### src/rtl/lane_pkg.sv
// Shared constants and types for the obstacle lane logic.
package lane_pkg;

    localparam int SCREEN_WIDTH  = 640;
    localparam int SCREEN_HEIGHT = 480;
    localparam int COORD_W       = 10;

    typedef enum logic [1:0] {
        CLEAR    = 2'd0,
        ARMED    = 2'd1,
        HIT      = 2'd2,
        COOLDOWN = 2'd3
    } lane_state_t;

endpackage

### src/rtl/wrap_span_cmp.sv
// Horizontal span test with wrap-around at the screen edge.
// Reports whether a pixel column lies inside [pos, pos+SPAN) taken modulo MOD,
// and the local offset of that column from the span's left edge.
module wrap_span_cmp
    import lane_pkg::*;
#(
    parameter int SPAN = 32,
    parameter int MOD  = 640
) (
    input  logic [COORD_W-1:0] pos,
    input  logic [COORD_W-1:0] pix,
    output logic               in_span,
    output logic [COORD_W:0]   dx
);

    localparam logic [COORD_W:0] SPAN_W = (COORD_W+1)'(SPAN);
    localparam logic [COORD_W:0] MOD_W  = (COORD_W+1)'(MOD);

    // Offset from the left edge, folded back into range when the pixel is left of pos.
    always_comb begin
        dx = {1'b0, pix} - {1'b0, pos};
        if (pix < pos) begin
            dx = dx + MOD_W;
        end
        in_span = (dx < SPAN_W);
    end

endmodule

### src/rtl/lane_obstacle_hit.sv
// One obstacle lane: latches the scroller position each frame, renders the
// obstacle into the pixel stream with horizontal wrap, and runs a collision
// FSM that pulses once per hit followed by a cooldown.
// Build option LANE_CORNER_MASK_EN trims a 2x2 square off each obstacle corner
// for both rendering and collision.
module lane_obstacle_hit #(
    parameter int SCREEN_WIDTH = lane_pkg::SCREEN_WIDTH,
    parameter int OBJ_W        = 32,
    parameter int OBJ_H        = 16,
    parameter int PLAYER_W     = 16,
    parameter int HIT_FRAMES   = 2,
    parameter int COOL_FRAMES  = 30
) (
    input  logic       clk,
    input  logic       rst_n,
    input  logic [9:0] h_pos,
    input  logic [9:0] lane_y,
    input  logic [9:0] pix_x,
    input  logic [9:0] pix_y,
    input  logic       video_active,
    input  logic       frame_start,
    input  logic [9:0] player_x,
    input  logic [9:0] player_y,
    output logic       obs_pix,
    output logic       hit_pulse,
    output logic [3:0] hit_count,
    output logic       busy
);

    import lane_pkg::*;

    localparam logic [10:0] OBJ_W_W    = 11'(OBJ_W);
    localparam logic [10:0] OBJ_H_W    = 11'(OBJ_H);
    localparam logic [10:0] PLAYER_W_W = 11'(PLAYER_W);
    localparam logic [10:0] SCREEN_W_W = 11'(SCREEN_WIDTH);
    localparam logic [7:0]  HIT_N      = 8'(HIT_FRAMES);
    localparam logic [7:0]  COOL_LAST  = 8'(COOL_FRAMES - 1);
`ifdef LANE_CORNER_MASK_EN
    localparam bit CORNER_MASK = 1'b1;
`else
    localparam bit CORNER_MASK = 1'b0;
`endif

    logic [9:0]  h_lat;
    logic        in_x;
    logic [10:0] dx;
    logic [10:0] py11;
    logic [10:0] ly11;
    logic [10:0] dy;
    logic        in_y;
    logic        corner;
    logic        obj_here;
    logic        in_p;
    logic        overlap_now;
    logic        overlap_seen;
    logic        overlap_frame;

    lane_state_t state;
    lane_state_t state_next;
    logic [7:0]  cons;
    logic [7:0]  cons_next;
    logic [7:0]  cool;
    logic [7:0]  cool_next;
    logic [3:0]  count_next;

    wrap_span_cmp #(
        .SPAN(OBJ_W),
        .MOD (SCREEN_WIDTH)
    ) u_span (
        .pos    (h_lat),
        .pix    (pix_x),
        .in_span(in_x),
        .dx     (dx)
    );

    assign py11 = {1'b0, pix_y};
    assign ly11 = {1'b0, lane_y};
    assign dy   = py11 - ly11;
    assign in_y = (py11 >= ly11) && (py11 < ly11 + OBJ_H_W);

    assign corner   = ((dx < 11'd2) || (dx >= OBJ_W_W - 11'd2)) &&
                      ((dy < 11'd2) || (dy >= OBJ_H_W - 11'd2));
    assign obj_here = in_x && in_y && !(CORNER_MASK && corner);

    assign in_p = ({1'b0, pix_x} >= {1'b0, player_x}) &&
                  ({1'b0, pix_x} <  {1'b0, player_x} + PLAYER_W_W) &&
                  ({1'b0, pix_y} >= {1'b0, player_y}) &&
                  ({1'b0, pix_y} <  {1'b0, player_y} + PLAYER_W_W);

    assign overlap_now   = video_active && obj_here && in_p;
    // An overlap on the frame_start cycle still belongs to the frame being closed.
    assign overlap_frame = overlap_seen || overlap_now;

    // Frame position latch, registered pixel output and per-frame overlap flag.
    always_ff @(posedge clk or negedge rst_n) begin
        if (!rst_n) begin
            h_lat        <= 10'd0;
            obs_pix      <= 1'b0;
            overlap_seen <= 1'b0;
        end else begin
            obs_pix <= video_active && obj_here;
            if (frame_start) begin
                h_lat        <= ({1'b0, h_pos} >= SCREEN_W_W) ? 10'd0 : h_pos;
                overlap_seen <= 1'b0;
            end else if (overlap_now) begin
                overlap_seen <= 1'b1;
            end
        end
    end

    // Collision FSM state, consecutive/cooldown counters and hit counter.
    always_ff @(posedge clk or negedge rst_n) begin
        if (!rst_n) begin
            state     <= CLEAR;
            cons      <= 8'd0;
            cool      <= 8'd0;
            hit_count <= 4'd0;
        end else begin
            state     <= state_next;
            cons      <= cons_next;
            cool      <= cool_next;
            hit_count <= count_next;
        end
    end

    // Next-state logic: advances on frame_start except HIT, which lasts one clock.
    always_comb begin
        state_next = state;
        cons_next  = cons;
        cool_next  = cool;
        count_next = hit_count;
        case (state)
            CLEAR: begin
                if (frame_start && overlap_frame) begin
                    cons_next = 8'd1;
                    if (HIT_FRAMES == 1) begin
                        state_next = HIT;
                    end else begin
                        state_next = ARMED;
                    end
                end
            end
            ARMED: begin
                if (frame_start) begin
                    if (overlap_frame) begin
                        cons_next = cons + 8'd1;
                        if (cons + 8'd1 >= HIT_N) begin
                            state_next = HIT;
                        end
                    end else begin
                        cons_next  = 8'd0;
                        state_next = CLEAR;
                    end
                end
            end
            HIT: begin
                state_next = COOLDOWN;
                cool_next  = 8'd0;
            end
            COOLDOWN: begin
                if (frame_start) begin
                    if (cool == COOL_LAST) begin
                        state_next = CLEAR;
                        cons_next  = 8'd0;
                    end else begin
                        cool_next = cool + 8'd1;
                    end
                end
            end
            default: begin
                state_next = CLEAR;
            end
        endcase
        if ((state_next == HIT) && (state != HIT) && (hit_count != 4'hF)) begin
            count_next = hit_count + 4'd1;
        end
    end

    assign hit_pulse = (state == HIT);
    assign busy      = (state == HIT) || (state == COOLDOWN);

endmodule
### config.mk
export PLATFORM = sky130hd
export DESIGN_NAME = lane_obstacle_hit
export DESIGN_NICKNAME = d
export VERILOG_FILES = /design/src/rtl/lane_pkg.sv /design/src/rtl/wrap_span_cmp.sv /design/src/rtl/lane_obstacle_hit.sv
export SDC_FILE = /design/constraint.sdc
export NUM_CORES = 1
export LEC_CHECK = 0
export CORE_MARGIN = 5
export CORE_UTILIZATION = 58
export DETAILED_ROUTE_END_ITERATION = 6
export GPL_TIMING_DRIVEN = 0
export PLACE_DENSITY_LB_ADDON = 0.15
export SLEW_MARGIN = 10
export SYNTH_ARGS = -nofsm -noshare
export SYNTH_HDL_FRONTEND = slang
export SYNTH_SLANG_ARGS = --single-unit
### constraint.sdc
create_clock -name clk -period 6.81 [get_ports clk]
set_clock_uncertainty 0.2 [all_clocks]
set_input_delay 1.362 -clock clk [delete_from_list [all_inputs] [get_ports clk]]
set_output_delay 1.362 -clock clk [all_outputs]
set_load 0.05 [all_outputs]
==> results of run 1 <==
[cell usage after synthesis (all sizes together), types with 3 or more instances]
cell	instances	area share, %
nor2	16	1.6
o22ai	4	0.66
o21bai	4	0.79
xnor2	17	3.9
a21o	14	2.8
a2111oi	4	1.6
nand2	40	4.2
dfrtp	34	22
nand4	6	0.99
nor3	12	1.7
xor2	7	1.6
a21boi	6	1.2
a211oi	7	1.4
clkbuf	10	0.99
a41oi	4	0.92
nand2b	6	0.99
buf	3	0.56
nand3b	3	0.59
a31oi	3	0.49
and3	5	0.82
nand3	19	2.5
o211ai	9	1.9
inv	53	5.2
o2111ai	3	0.69
o21ai	23	3.0
a21oi	23	3.1
o31ai	3	0.96
ha	66	22
nor2b	8	1.3
[critical path: cells and delay by family]
family / cells / cell delay [ps]
fa+ha+maj: 2 / 720
compound gates: 7 / 1810
xor+xnor: 1 / 160
buf+inv: 1 / 480
simple gates: 6 / 950
[power groups by stage]
stage	Clock [uW]	Sequential, uW	Combinational [uW]
floorplan	0	228	181
CTS	162	225	273
global placement	0	229	261
detailed placement	0	230	270
global route	173	227	307
finish	161	226	272
[final timing paths]
path	cells past startpoint	to	slack (ps)	start
worst max-delay path	17	cons[1]$_DFFE_PN0P_	1360	pix_x[5]
worst min-delay path	1	hit_count[3]$_DFFE_PN0P_	310	hit_count[3]$_DFFE_PN0P_
worst max register to register	17	cons[1]$_DFFE_PN0P_	2580	h_lat[5]$_DFFE_PN0P_
worst min register to register	1	hit_count[3]$_DFFE_PN0P_	310	hit_count[3]$_DFFE_PN0P_
max in group asynchronous	1	cons[6]$_DFFE_PN0P_	5000	rst_n
min in group asynchronous	1	h_lat[5]$_DFFE_PN0P_	930	rst_n
[final cells by class]
| type | count | area share (%) |
|---|---|---|
| Buffer | 13 | 1.26 |
| Sequential cell | 34 | 18.2 |
| Clock buffer | 6 | 1.76 |
| Inverter | 53 | 4.25 |
| Clock inverter | 2 | 0.267 |
| Multi-Input combinational cell | 348 | 57.4 |
| Tap cell | 77 | 2.06 |
| Timing Repair Buffer | 70 | 14.9 |
[registers in the layout, indices dropped and copies added (netlist names)]
register and cells:
hit_count 4, overlap_seen 1, state 2, obs_pix 1, cool 8, cons 8
h_lat 10
[stage by stage]
| step | area (um2) | setup WS (ps) | power (uW) | hold slack [ps] | utilization (%) |
|---|---|---|---|---|---|
| 3_3_place_gp | 4590 | 1110 | 490 | 295 | 72.3 |
| 5_1_grt | 4680 | 1130 | 707 | 346 | 73.7 |
| 3_5_place_dp | 4590 | 1090 | 500 | 298 | 72.2 |
| 2_1_floorplan | 3790 | 2050 | 409 | 275 | - |
| 6_report | 4680 | 1360 | 659 | 307 | 73.7 |
| 4_1_cts | 4680 | 1360 | 660 | 316 | 73.7 |
[metal layers]
layer	track usage, %	up-vias	wire (um)
met1	29.6	1621	4070
met3	4.00	15	507
li1	-	1774	-
met4	4.65	0	125
met5	0	-	0
met2	35.7	107	4050
[logic make-up after synthesis]
logic type / Yosys count / share of synthesized area [%]
and+or+nand+nor: 132 / 18.6
AOI/OAI and AO/OA: 123 / 23.9
buffers and inverters: 66 / 6.79
adders and majority gates: 66 / 21.8
DFF: 34 / 22.4
xor gates and xnor gates: 24 / 5.54
muxes: 3 / 1.02
==> results_dict.tcl, run 1 <==
set metrics [dict create \
    pwr_density_cell_mw_per_mm2 141 \
    min_period_ps 5450 \
    antenna_found_initial 0 \
    rsz0062_at_grt "no" \
    p_leak_uw 0.00220 \
    routed_wl_um 8750 \
    outcome "finished, final reports clean" \
    cp_slowest_cell "o21ai_1" \
    final_common_cell "clkdlybuf4s50_1" \
    wl_per_cell_um 14.5 \
    slew_headroom_pct 49.9 \
    die_y_um 90.9 \
    arrival_ps 5490 \
    ys_types 68 \
    n_antenna_cell 0 \
    crit_type "primary input to flip-flop" \
    switching_share_pct 35.3 \
    synthFlopType "dfrtp_1" \
    grt_pass1_vias 3427 \
    drive_above_1_share_pct 5.89 \
    clk_latency_ps 290 \
    critPathLaunchType "primary input" \
    drc_errors 0 \
    gp_congestion 0.846 \
    required_ps 6840 \
    clock_sinks 34 \
    layout.cells.non_filler 603 \
    syn_inst 448 \
    routed-via-count 3517 \
    ir_drop_v 0.000128 \
    layout.nets 655 \
    tritoncts "done" \
    p_comb_share_pct 41.3 \
    core_mm2 0.00635 \
    most-common-layout-cells "clkdlybuf4s50_1, ha_1, inv_1" \
    clockPowerShare_pct 24.4 \
    synth-seq-area-share_pct 22.4 \
    async_flop_share_pct 100 \
    start_util_pct 59.7 \
    htree_levels 2 \
    root_buffer "clkbuf_8" \
    avgSynthCellArea_um2 8.47 \
    via_per_inst 5.83 \
    numPortBuffers 70 \
    cts_resized 0 \
    die_x_um 90.9 \
    die_area_mm2 0.00826 \
    io-pin-count 71 \
    p_seq_share_pct 34.3 \
    slew_viol_final 0 \
    setup_tns_ps 0 \
    dp_hpwl_um 7000 \
    drtAntennaViolNets 0 \
    hold_class "flip-flop to flip-flop" \
    internal_power_uw 426 \
    overflow 0 \
    layout_worst_path_cycle_share_pct 80.1 \
    fmax_mhz 183 \
    cts_hold_buf 0 \
    max_slew.worst_pin.slew_ps 751 \
    seq_area_um2 851 \
    multi_input_area_mm2 0.00269 \
    path_clk_slew_ps 70 \
    switchingPower_uw 232 \
    yosys_warnings 0 \
    grt_pass1_wl_um 15400 \
    grt_max_degree 35 \
    hold_viol 0 \
    num_rows 29 \
    crit_path_cell_trace "clkdlybuf4s50_1 > ha_1 > a2111oi_4 > o211ai_2 > nand2_1 > nand2_1 > xor2_1 > ha_1 > or3_1 > a211o_1 > nand4_1 > o2bb2ai_1 > o2111ai_1 > nand4b_4 > nor3_1 > o21ai_1 > a22o_1" \
    netlist_area_mm2 0.00379 \
    drt_iter0_markers 152 \
    dp_cells 595 \
    cap_violations 0 \
    area_growth_pct 23.4 \
    synth.net_count 578 \
    postCtsSetupRepairBufs 0 \
    clk_path_buf_depth 2 \
    drt-pass1-iter-count 4 \
    endpoint_kind "flip-flop" \
    cp_slowest_stage_delay_ps 500 \
    crit_path_max_fanout 8 \
    cts_buffers 5 \
    ys_ff_latch 34 \
    synth-edff-count 0 \
    grt_usage_pct 21.6 \
    n_fill_cell 481 \
    finalSetupViolCount 0 \
]
Power figures use the tool's default switching activity.
==> run 2: changes to the inputs <==
Settings changed: CORE_UTILIZATION 58 to 49.
Clock period 6.81 ns to 4.6 ns, I/O delays scaled along.
==> run 2 against run 1 <==
Final cell count increased by 4.8%. Count of clock-buffer cells in the layout fell by 1. Worst hold slack better by 21 ps. Worst setup slack worse by 1200 ps. Clock power increased by 110%. Global-route usage is 3.0 points lower. Via count down 1.5%. Final area rose by 4.2%. Flip-flop and latch count did not move. Critical path type unchanged. Highest routed layer unchanged.
==> results_dict.tcl, run 2 (synthesis results as in run 1) <==
set metrics [dict create \
    outcome "finished, final reports clean" \
    p_leak_uw 0.00227 \
    internal_power_uw 747 \
    drt-pass1-iter-count 4 \
    reg_top3 "h_lat (10), cons (8), cool (8)" \
    grt_usage_pct 18.7 \
    gp_congestion 0.806 \
    final_util_pct 63.8 \
    required_ps 4580 \
    root_buffer "clkbuf_8" \
    fin_ws_ps 111 \
    hold_viol 0 \
    crit_path_max_fanout 5 \
    cap_violations 0 \
    num_rows 32 \
    path_clk_slew_ps 70 \
    dp_hpwl_um 7220 \
    grt_pass1_vias 3416 \
    io-pin-count 71 \
    grt_pass1_wl_um 15400 \
    n_antenna_cell 0 \
    routed-via-count 3466 \
    endpoint_kind "flip-flop" \
    drive_above_1_share_pct 8.68 \
    pre_cts_ws_ps -718 \
    dp_cells 620 \
    largest_reg_flops 10 \
    final_common_cell "clkdlybuf4s50_1" \
    clk_path_buf_depth 2 \
    via_per_inst 5.48 \
    slew_viol_final 0 \
    overflow 0 \
    die_x_um 98.0 \
    grt_max_degree 35 \
    area_growth_pct 28.6 \
    finalSetupViolCount 0 \
    ir_drop_v 0.000126 \
    clockPowerShare_pct 30.3 \
    hold_class "flip-flop to flip-flop" \
    max_slew.worst_pin.slew_ps 763 \
    regMostFlops "h_lat" \
    cts_hold_buf 0 \
    layout.nets 659 \
    p_comb_share_pct 39.4 \
    rsz0062_at_grt "no" \
    cts_buffers 5 \
    routed_wl_um 9030 \
    wl_per_cell_um 14.3 \
    numPortBuffers 70 \
    layout_worst_path_cycle_share_pct 97.6 \
    most-common-layout-cells "clkdlybuf4s50_1, ha_1, inv_1" \
    drc_errors 0 \
    clock_sinks 34 \
    pwr_density_cell_mw_per_mm2 227 \
    htree_levels 2 \
    start_util_pct 49.6 \
    die_area_mm2 0.00960 \
    crit_type "primary input to flip-flop" \
    switching_share_pct 32.4 \
    core_mm2 0.00765 \
    die_y_um 98.0 \
    arrival_ps 4470 \
    fmax_mhz 223 \
    switchingPower_uw 358 \
    drtAntennaViolNets 0 \
    min_period_ps 4490 \
    critPathLaunchType "primary input" \
    antenna_found_initial 0 \
    p_seq_share_pct 30.3 \
    tritoncts "done" \
    clk_latency_ps 300 \
    slew_headroom_pct 49.2 \
    drt_iter0_markers 89 \
    layout.cells.non_filler 632 \
    setup_tns_ps 0 \
]
run 2: changes by cell type in the layout (fill, tap and decap cells not counted), moves of 3 or more:
cell / change
ha_1: -5
buf_4: +4
o21ai_2: +3
clkdlybuf4s50_1: -4
ha_4: +4
run 2: area by class of cell:
cell class                      instances  area [um2]
Buffer                                 13        58.8
Tap cell                              102         128
Clock buffer                            5        68.8
Multi-Input combinational cell        348        2780
Fill cell                             669        2770
Inverter                               53         199
Timing Repair Buffer                   74         728
Sequential cell                        34         851
Clock inverter                          3        68.8
run 2: final timing paths:
| path | startpoint | end | slack (ps) | cells after the start |
|---|---|---|---|---|
| setup / recovery | pix_x[2] | hit_count[1]$_DFFE_PN0P_ | 110 | 16 |
| hold / removal | hit_count[0]$_DFFE_PN0P_ | hit_count[0]$_DFFE_PN0P_ | 330 | 1 |
| setup reg to reg | h_lat[5]$_DFFE_PN0P_ | hit_count[1]$_DFFE_PN0P_ | 720 | 17 |
| hold reg to reg | hit_count[0]$_DFFE_PN0P_ | hit_count[0]$_DFFE_PN0P_ | 330 | 1 |
| max in group asynchronous | rst_n | obs_pix$_DFF_PN0_ | 3210 | 1 |
| min in group asynchronous | rst_n | cool[4]$_DFFE_PN0P_ | 490 | 1 |
run 2: power by group through the flow:
stage	Clock (uW)	Combinational (uW)	Sequential, uW
6_report	335	435	335
5_1_grt	352	488	338
4_1_cts	339	414	334
3_5_place_dp	0	403	340
3_3_place_gp	0	388	340
2_1_floorplan	0	268	338
run 2: routing by layer:
metal  vias up  share of wire, %  track usage [%]
met2        75                48             32.7
met1      1595                47             24.0
met5         -                 0                0
met4         0              0.78             3.09
met3         9               4.4             3.86
li1       1787                 -                -
run 2: worst max-delay path, stage by stage:
cell and delay (ps):
clkdlybuf4s50_1 450, ha_1 340, a21oi_1 190, o21ai_2 120
a221oi_2 310, xnor2_2 180, ha_2 260, or3_1 110
a211o_1 140, nand4_1 80, o2bb2ai_1 150, o2111ai_1 150
nand4b_4 260, o31ai_4 400, nand2_4 100, mux2_4 310
run 2: per-stage QoR:
step | total power (uW) | hold WS, ps | cell area (um2)
5_1_grt | 1180 | 346 | 4880
4_1_cts | 1090 | 332 | 4800
6_report | 1110 | 328 | 4880
2_1_floorplan | 605 | 275 | 3790
3_3_place_gp | 728 | 308 | 4620
3_5_place_dp | 743 | 318 | 4620
run 2: timing repair:
item,4_1_cts,5_1_grt
setup endpoints to repair,15,11
buffers inserted,2,2
pin swaps,3,3
resized for setup,8,10
